--- config.mk ---
export PLATFORM = sky130hd
export DESIGN_NAME = bubble_ready_sequencer
export DESIGN_NICKNAME = d
export VERILOG_FILES = /design/src/rtl/bubble_pkg.sv /design/src/rtl/bd_sync2.sv /design/src/rtl/bubble_ready_sequencer.sv
export SDC_FILE = /design/constraint.sdc
export NUM_CORES = 1
export LEC_CHECK = 0
export ABC_AREA = 1
export CORE_MARGIN = 2
export CORE_UTILIZATION = 50
export CTS_CLUSTER_DIAMETER = 100
export CTS_CLUSTER_SIZE = 25
export DETAILED_ROUTE_END_ITERATION = 7
export MAX_ROUTING_LAYER = met4
export PLACE_DENSITY = 0.68
export SKIP_CTS_REPAIR_TIMING = 1
export SLEW_MARGIN = 10
export SYNTH_ARGS = -nofsm -noshare
export SYNTH_HDL_FRONTEND = slang
export SYNTH_SLANG_ARGS = --single-unit
--- constraint.sdc ---
create_clock -name master_clock -period 4.39 [get_ports master_clock]
set_input_delay 0.6585 -clock master_clock [delete_from_list [all_inputs] [get_ports master_clock]]
set_output_delay 0.6585 -clock master_clock [all_outputs]
set_load 0.01 [all_outputs]
--- src/rtl/bubble_pkg.sv ---
// Shared definitions for the BUBBLE SYSTEM power-up sequencer.
//   state_t        : sequencer states, OFF through FAULT
//   DEF_*          : default timing constants for a 48 MHz master clock
//   TICK_W         : width of the warm-up tick counter and target
//   warmup_target  : maps function DIP bits [3:1] to a warm-up tick target
package bubble_pkg;

    typedef enum logic [2:0] {
        ST_OFF      = 3'd0,
        ST_DEBOUNCE = 3'd1,
        ST_LATCH    = 3'd2,
        ST_LOAD     = 3'd3,
        ST_WARMUP   = 3'd4,
        ST_READY    = 3'd5,
        ST_FAULT    = 3'd6
    } state_t;

    localparam int DEF_DEBOUNCE_CYCLES     = 4800;       // 100 us
    localparam int DEF_WARMUP_TICK_CYCLES  = 4800000;    // 100 ms per tick
    localparam int DEF_LOAD_TIMEOUT_CYCLES = 96000000;   // 2 s

    localparam int TICK_W = 7;

    // sel = function_dip_switch[3:1]: [2:1] pick 10/20/40/80 ticks, [0] skips warm-up.
    function automatic logic [TICK_W-1:0] warmup_target(input logic [2:0] sel);
        logic [TICK_W-1:0] t;
        case (sel[2:1])
            2'b00:   t = 7'd10;
            2'b01:   t = 7'd20;
            2'b10:   t = 7'd40;
            default: t = 7'd80;
        endcase
        if (sel[0]) t = '0;
        return t;
    endfunction

endpackage

--- src/rtl/bd_sync2.sv ---
// Two-flop synchroniser for asynchronous board inputs.
//   i_clk : destination clock
//   i_rst : synchronous, active-high; clears both flops
//   i_d   : asynchronous input
//   o_q   : synchronised output, two edges behind i_d
module bd_sync2 (
    input  logic i_clk,
    input  logic i_rst,
    input  logic i_d,
    output logic o_q
);

    logic r_meta;
    logic r_sync;

    always_ff @(posedge i_clk) begin
        if (i_rst) begin
            r_meta <= 1'b0;
            r_sync <= 1'b0;
        end else begin
            r_meta <= i_d;
            r_sync <= r_meta;
        end
    end

    assign o_q = r_sync;

endmodule

--- src/rtl/bubble_ready_sequencer.sv ---
// Power-up sequencer driving the BUBBLE SYSTEM READY line (temperature_low).
// Debounces power_good, latches the image DIP once, requests the image load,
// runs a simulated heater warm-up and then declares the board ready.
//   master_clock        : 48 MHz clock
//   reset               : synchronous, active-high
//   power_good          : asynchronous board power status
//   image_dip_switch    : image select, sampled once per power-up
//   function_dip_switch : [3:2] warm-up length, [1] skip warm-up, [0] unused
//   load_done           : SPILoader image loaded (pulse or level)
//   flash_error         : SPILoader flash failure
//   load_request        : level request to SPILoader
//   image_number        : latched image number
//   interface_enable    : enable to BubbleInterface
//   temperature_low     : READY to board, 1 = not ready
//   fault               : load failure, held until power goes away
module bubble_ready_sequencer
    import bubble_pkg::*;
#(
    parameter int DEBOUNCE_CYCLES     = DEF_DEBOUNCE_CYCLES,
    parameter int WARMUP_TICK_CYCLES  = DEF_WARMUP_TICK_CYCLES,
    parameter int LOAD_TIMEOUT_CYCLES = DEF_LOAD_TIMEOUT_CYCLES
) (
    input  logic       master_clock,
    input  logic       reset,
    input  logic       power_good,
    input  logic [2:0] image_dip_switch,
    input  logic [3:0] function_dip_switch,
    input  logic       load_done,
    input  logic       flash_error,
    output logic       load_request,
    output logic [2:0] image_number,
    output logic       interface_enable,
    output logic       temperature_low,
    output logic       fault
);

    localparam int DB_W = (DEBOUNCE_CYCLES > 1)     ? $clog2(DEBOUNCE_CYCLES)     : 1;
    localparam int PS_W = (WARMUP_TICK_CYCLES > 1)  ? $clog2(WARMUP_TICK_CYCLES)  : 1;
    localparam int TO_W = (LOAD_TIMEOUT_CYCLES > 1) ? $clog2(LOAD_TIMEOUT_CYCLES) : 1;

    localparam logic [DB_W-1:0] DB_LAST = DB_W'(DEBOUNCE_CYCLES - 1);
    localparam logic [PS_W-1:0] PS_LAST = PS_W'(WARMUP_TICK_CYCLES - 1);
    localparam logic [TO_W-1:0] TO_LAST = TO_W'(LOAD_TIMEOUT_CYCLES - 1);

    logic              w_pg_s;
    logic              w_wrap;
    logic [TICK_W-1:0] w_tick_inc;
    logic              w_unused_dip;
    state_t            w_next;

    state_t            r_state;
    logic [DB_W-1:0]   r_db_cnt;
    logic [TO_W-1:0]   r_to_cnt;
    logic [PS_W-1:0]   r_presc;
    logic [TICK_W-1:0] r_tick;
    logic [TICK_W-1:0] r_target;
    logic              r_load_request;
    logic [2:0]        r_image;
    logic              r_iface;
    logic              r_temp_low;
    logic              r_fault;

    bd_sync2 u_pg_sync (
        .i_clk (master_clock),
        .i_rst (reset),
        .i_d   (power_good),
        .o_q   (w_pg_s)
    );

    assign w_unused_dip = function_dip_switch[0];
    assign w_wrap       = (r_presc == PS_LAST);
    assign w_tick_inc   = r_tick + 1'b1;

    always_comb begin
        w_next = r_state;
        if (!w_pg_s) begin
            // Losing power overrides every other transition.
            w_next = ST_OFF;
        end else begin
            case (r_state)
                ST_OFF:      w_next = ST_DEBOUNCE;
                ST_DEBOUNCE: if (r_db_cnt == DB_LAST) w_next = ST_LATCH;
                ST_LATCH:    w_next = ST_LOAD;
                ST_LOAD: begin
                    if (flash_error)              w_next = ST_FAULT;
                    else if (load_done)           w_next = ST_WARMUP;
                    else if (r_to_cnt == TO_LAST) w_next = ST_FAULT;
                end
                ST_WARMUP: begin
                    // Leave on the prescaler wrap that brings the tick count to
                    // the target; a zero target matches immediately.
                    if ((r_tick == r_target) || (w_wrap && (w_tick_inc == r_target)))
                        w_next = ST_READY;
                end
                default:     w_next = r_state;
            endcase
        end
    end

    always_ff @(posedge master_clock) begin
        if (reset) begin
            r_state        <= ST_OFF;
            r_db_cnt       <= '0;
            r_to_cnt       <= '0;
            r_presc        <= '0;
            r_tick         <= '0;
            r_target       <= '0;
            r_load_request <= 1'b0;
            r_image        <= '0;
            r_iface        <= 1'b0;
            r_temp_low     <= 1'b1;
            r_fault        <= 1'b0;
        end else begin
            r_state <= w_next;

            // Counters restart on every state change, so none of them can wrap.
            if (w_next != r_state) begin
                r_db_cnt <= '0;
                r_to_cnt <= '0;
                r_presc  <= '0;
                r_tick   <= '0;
            end else begin
                if (r_state == ST_DEBOUNCE) r_db_cnt <= r_db_cnt + 1'b1;
                if (r_state == ST_LOAD)     r_to_cnt <= r_to_cnt + 1'b1;
                if (r_state == ST_WARMUP) begin
                    if (w_wrap) begin
                        r_presc <= '0;
                        r_tick  <= w_tick_inc;
                    end else begin
                        r_presc <= r_presc + 1'b1;
                    end
                end
            end

            // DIPs are only looked at here; later changes wait for the next power cycle.
            if (r_state == ST_LATCH) begin
                r_image  <= image_dip_switch;
                r_target <= warmup_target(function_dip_switch[3:1]);
            end

            // Moore outputs decoded from the next state.
            r_load_request <= (w_next == ST_LOAD);
            r_iface        <= (w_next == ST_READY);
            r_temp_low     <= (w_next != ST_READY);
            r_fault        <= (w_next == ST_FAULT);
        end
    end

    assign load_request     = r_load_request;
    assign image_number     = r_image;
    assign interface_enable = r_iface;
    assign temperature_low  = r_temp_low;
    assign fault            = r_fault;

endmodule

==> impl_metrics.prom <==
# TYPE chip_impl_metric gauge
chip_impl_info{name="setup.worst_path.start_class",value="flop"} 1
chip_impl_metric{name="setup_total_negative_slack",unit="ns"} 0
chip_impl_metric{name="synth_simple_gate_area_share",unit=""} 0.368
chip_impl_metric{name="finalCoreUtilization",unit=""} 0.561
chip_impl_metric{name="post_drt_wl_per_cell",unit="µm"} 11.7
chip_impl_metric{name="maximum_number_of_pins_on_one_net_before_global_route_repair",unit=""} 29
chip_impl_metric{name="placed_insts",unit=""} 772
chip_impl_metric{name="post-layout-total-power",unit="mW"} 1.44
chip_impl_metric{name="fmaxAchievable",unit="GHz"} 0.359
chip_impl_metric{name="placed_area",unit="µm²"} 4920
chip_impl_info{name="setup.worst_path.class",value="reg2reg"} 1
chip_impl_metric{name="dp.final_hpwl",unit="µm"} 6790
chip_impl_metric{name="worst-endpoint-required",unit="ns"} 4.63
chip_impl_metric{name="place_ws",unit="ns"} 1.41
chip_impl_metric{name="first_global_vias",unit=""} 3805
chip_impl_metric{name="met2_track_utilization_from_global_routing",unit=""} 0.331
chip_impl_metric{name="count_of_flip_flops_with_a_built_in_enable_after_synthesis",unit=""} 0
chip_impl_metric{name="grt.overflow.total",unit=""} 0
chip_impl_metric{name="reported_max_cap_violation_count",unit=""} 0
chip_impl_metric{name="min_period_over_period",unit=""} 0.634
chip_impl_metric{name="async_reset_ff_frac",unit=""} 0
chip_impl_metric{name="ant_diodes",unit=""} 0
chip_impl_metric{name="antenna_found_initial",unit=""} 0
chip_impl_metric{name="synth_compound_area_frac",unit=""} 0.0526
chip_impl_metric{name="cts_inserted_buffers",unit=""} 9
chip_impl_metric{name="ys_ff_latch",unit=""} 88
chip_impl_info{name="clockRootBuffer",value="sky130_fd_sc_hd__clkbuf_8"} 1
chip_impl_metric{name="clk_pin_slew_worst_paths",unit="ns"} 0.10
chip_impl_metric{name="final_cell_area_excluding_filler_cells",unit="µm²"} 5140
chip_impl_metric{name="synth.yosys.seq_area_share",unit=""} 0.376
chip_impl_metric{name="number_of_top_level_pins",unit=""} 19
chip_impl_metric{name="die_area",unit="µm²"} 10200
chip_impl_metric{name="drv_slew",unit=""} 0
chip_impl_metric{name="rows",unit=""} 35
chip_impl_metric{name="worst_slew_pin_slew",unit="ns"} 0.742
chip_impl_info{name="synthTopCellsByCount",value="sky130_fd_sc_hd__nand2_1 (122), sky130_fd_sc_hd__inv_1 (92), sky130_fd_sc_hd__dfxtp_1 (88)"} 1
chip_impl_metric{name="drt_iter0_markers",unit=""} 164
chip_impl_metric{name="min_period",unit="ns"} 2.78
chip_impl_metric{name="peakVddDrop",unit="mV"} 0.135
chip_impl_metric{name="yosys_warnings",unit=""} 0
chip_impl_metric{name="drt-vias-per-instance",unit=""} 5.00
chip_impl_info{name="setup_repair_after_global_routing_missed_its_margin",value="false"} 1
chip_impl_metric{name="cts_max_path_buffers",unit=""} 2
chip_impl_metric{name="core-area",unit="µm²"} 9150
chip_impl_metric{name="use_met1",unit=""} 0.259
chip_impl_metric{name="cts.htree.levels",unit=""} 3
chip_impl_metric{name="timing.final.setup_violations",unit=""} 0
chip_impl_metric{name="hold_slack",unit="ns"} 0.423
chip_impl_metric{name="routed_wl",unit="µm"} 9190
chip_impl_metric{name="arrival",unit="ns"} 3.02
chip_impl_metric{name="initial_core_util",unit=""} 0.512
chip_impl_metric{name="clk_latency",unit="ns"} 0.36
chip_impl_metric{name="synth_adder_area_share",unit=""} 0.0107
chip_impl_metric{name="synth.avg_cell_area",unit="µm²"} 7.20
chip_impl_info{name="hp-class",value="reg2reg"} 1
chip_impl_metric{name="post-route-worst-setup-slack",unit="ns"} 1.61
chip_impl_info{name="yosys-top-cells-area",value="sky130_fd_sc_hd__dfxtp_1 (38%), sky130_fd_sc_hd__nand2_1 (9.8%), sky130_fd_sc_hd__nor2_2 (7.7%)"} 1
chip_impl_metric{name="netlist_instances",unit=""} 651
chip_impl_metric{name="leakagePower",unit="nW"} 1.83
chip_impl_info{name="cts_tree",value="built"} 1
chip_impl_metric{name="count_of_port_buffers_added_during_placement",unit=""} 17
chip_impl_metric{name="timing_hold_violations_final",unit=""} 0
chip_impl_metric{name="maxSlewHeadroom",unit=""} 0.501
chip_impl_metric{name="crit_path_max_fanout",unit=""} 28
chip_impl_metric{name="chipWidth",unit="µm"} 101
chip_impl_metric{name="grt_util_all_layers",unit=""} 0.204
chip_impl_metric{name="finish.cell_count_without_fillers",unit=""} 788
chip_impl_metric{name="global_routing_met3_resource_utilization",unit=""} 0.0395
chip_impl_info{name="post-synth-top-count-cell",value="sky130_fd_sc_hd__nand2_1"} 1
chip_impl_metric{name="syn-cell-area",unit="µm²"} 4690
chip_impl_metric{name="setup_skew",unit="ns"} 0.0140
chip_impl_metric{name="grt_pass1_wl",unit="µm"} 16400
chip_impl_metric{name="synthXorXnorAreaFrac",unit=""} 0.0916
chip_impl_info{name="result_of_the_run",value="finished, final reports clean"} 1
chip_impl_metric{name="gp_congestion",unit=""} 0.881
chip_impl_metric{name="synthToLayoutAreaGrowth",unit="%"} 9.58
chip_impl_info{name="main_combinational_cell_family_by_area_after_synthesis",value="simple AND/OR/NAND/NOR gates"} 1
chip_impl_metric{name="fraction_of_layout_instances_using_a_drive_strength_above_1",unit=""} 0.137
chip_impl_metric{name="fin_nets",unit=""} 688
chip_impl_metric{name="clock_sink_count",unit=""} 88
chip_impl_metric{name="synth.distinct_cells",unit=""} 37
chip_impl_metric{name="detail-route-antenna-nets",unit=""} 0
chip_impl_metric{name="synth.area.mux_share",unit=""} 0.00641
chip_impl_info{name="synth-main-ff-cell",value="sky130_fd_sc_hd__dfxtp_1"} 1
chip_impl_info{name="synth.largest_area_cell",value="sky130_fd_sc_hd__dfxtp_1"} 1
chip_impl_metric{name="detail_route.drc_violations",unit=""} 0
chip_impl_info{name="grt_busiest_layer",value="met2"} 1
chip_impl_metric{name="die_height",unit="µm"} 101
chip_impl_metric{name="power.density",unit="nW/µm²"} 280
chip_impl_metric{name="post-synth-top-area-fraction",unit=""} 0.376
chip_impl_metric{name="detail_route.first_pass.iterations",unit=""} 5
chip_impl_metric{name="synth_nets",unit=""} 667
chip_impl_info{name="endpoint_kind",value="flop"} 1
chip_impl_metric{name="vias",unit=""} 3941
[worst max-delay path, cell delays in order (launching register included)]
cell	delay, ns
sky130_fd_sc_hd__dfxtp_1	0.47
sky130_fd_sc_hd__ha_1	0.24
sky130_fd_sc_hd__nand2_2	0.11
sky130_fd_sc_hd__nor2_4	0.12
sky130_fd_sc_hd__nand2_1	0.06
sky130_fd_sc_hd__nand2_1	0.07
sky130_fd_sc_hd__nand2_1	0.06
sky130_fd_sc_hd__nand2_1	0.07
sky130_fd_sc_hd__nand2_1	0.05
sky130_fd_sc_hd__nor2_1	0.08
sky130_fd_sc_hd__nand2_1	0.06
sky130_fd_sc_hd__nand2_1	0.08
sky130_fd_sc_hd__nand2_1	0.07
sky130_fd_sc_hd__nand2_2	0.08
sky130_fd_sc_hd__nand3_1	0.12
sky130_fd_sc_hd__nand3_4	0.40
sky130_fd_sc_hd__buf_4	0.43
sky130_fd_sc_hd__nor2_1	0.08
[flip-flops by register name, indices dropped and copies added (netlist names), 3 cells and up]
name and cells:
r_presc 23, r_target 6, r_tick 7, r_state 3, r_to_cnt 27, image_number 3
r_db_cnt 13
[cell usage in the layout, fill, tap and decap left out, drive strengths merged, types with 3 or more instances in the layout]
cell type	instances
nand2	127
nor3	25
o21ai	12
xnor2	14
clkbuf	10
nand4	19
inv	97
clkinv	3
nor4	4
dfxtp	88
nor2	141
xor2	35
mux2i	3
o21a	3
clkdlybuf4s50	17
ha	4
nand3	41
a21oi	15
[final timing paths]
check                                       from             to  slack (ns)  cells past startpoint
worst max register to register         r_tick[1]   r_to_cnt[18]        1.61                     17
worst max-delay path                   r_tick[1]   r_to_cnt[18]        1.61                     17
worst min register to register  u_pg_sync.r_meta  u_pg_sync.o_q        0.42                      2
worst min-delay path            u_pg_sync.r_meta  u_pg_sync.o_q        0.42                      2
[final cells by class]
cell class                 count  area (µm²)
tap                          111         139
multi-input combinational    459        2480
clock inverter                 6        73.8
timing repair buffer          19         185
fill                         888        4020
inverter                      95         357
sequential                    88        1760
clock buffer                  10         138
[report_power, final]
part	internal, mW	total (mW)	leakage, nW	switching, mW
Clock	0.287	0.597	0.108	0.310
Combinational	0.0136	0.0429	1.02	0.0293
Sequential	0.799	0.800	0.709	0.00144
Total	1.10	1.44	1.83	0.341
[cell families (layout without fill, tap and decap cells)]
family,count (synthesis),after routing
simple gates,362,362
xor+xnor,49,49
mux,3,3
compound gates,41,41
flops,88,88
fa+ha+maj,4,4
buf+inv,104,130
[per-layer routing]
layer / vias up / wire length (µm)
li1: 2091 / -
met1: 1789 / 4450
met2: 55 / 4370
met3: 6 / 296
met4: 0 / 71
met5: - / 0
(Power assumes the default switching activity.)
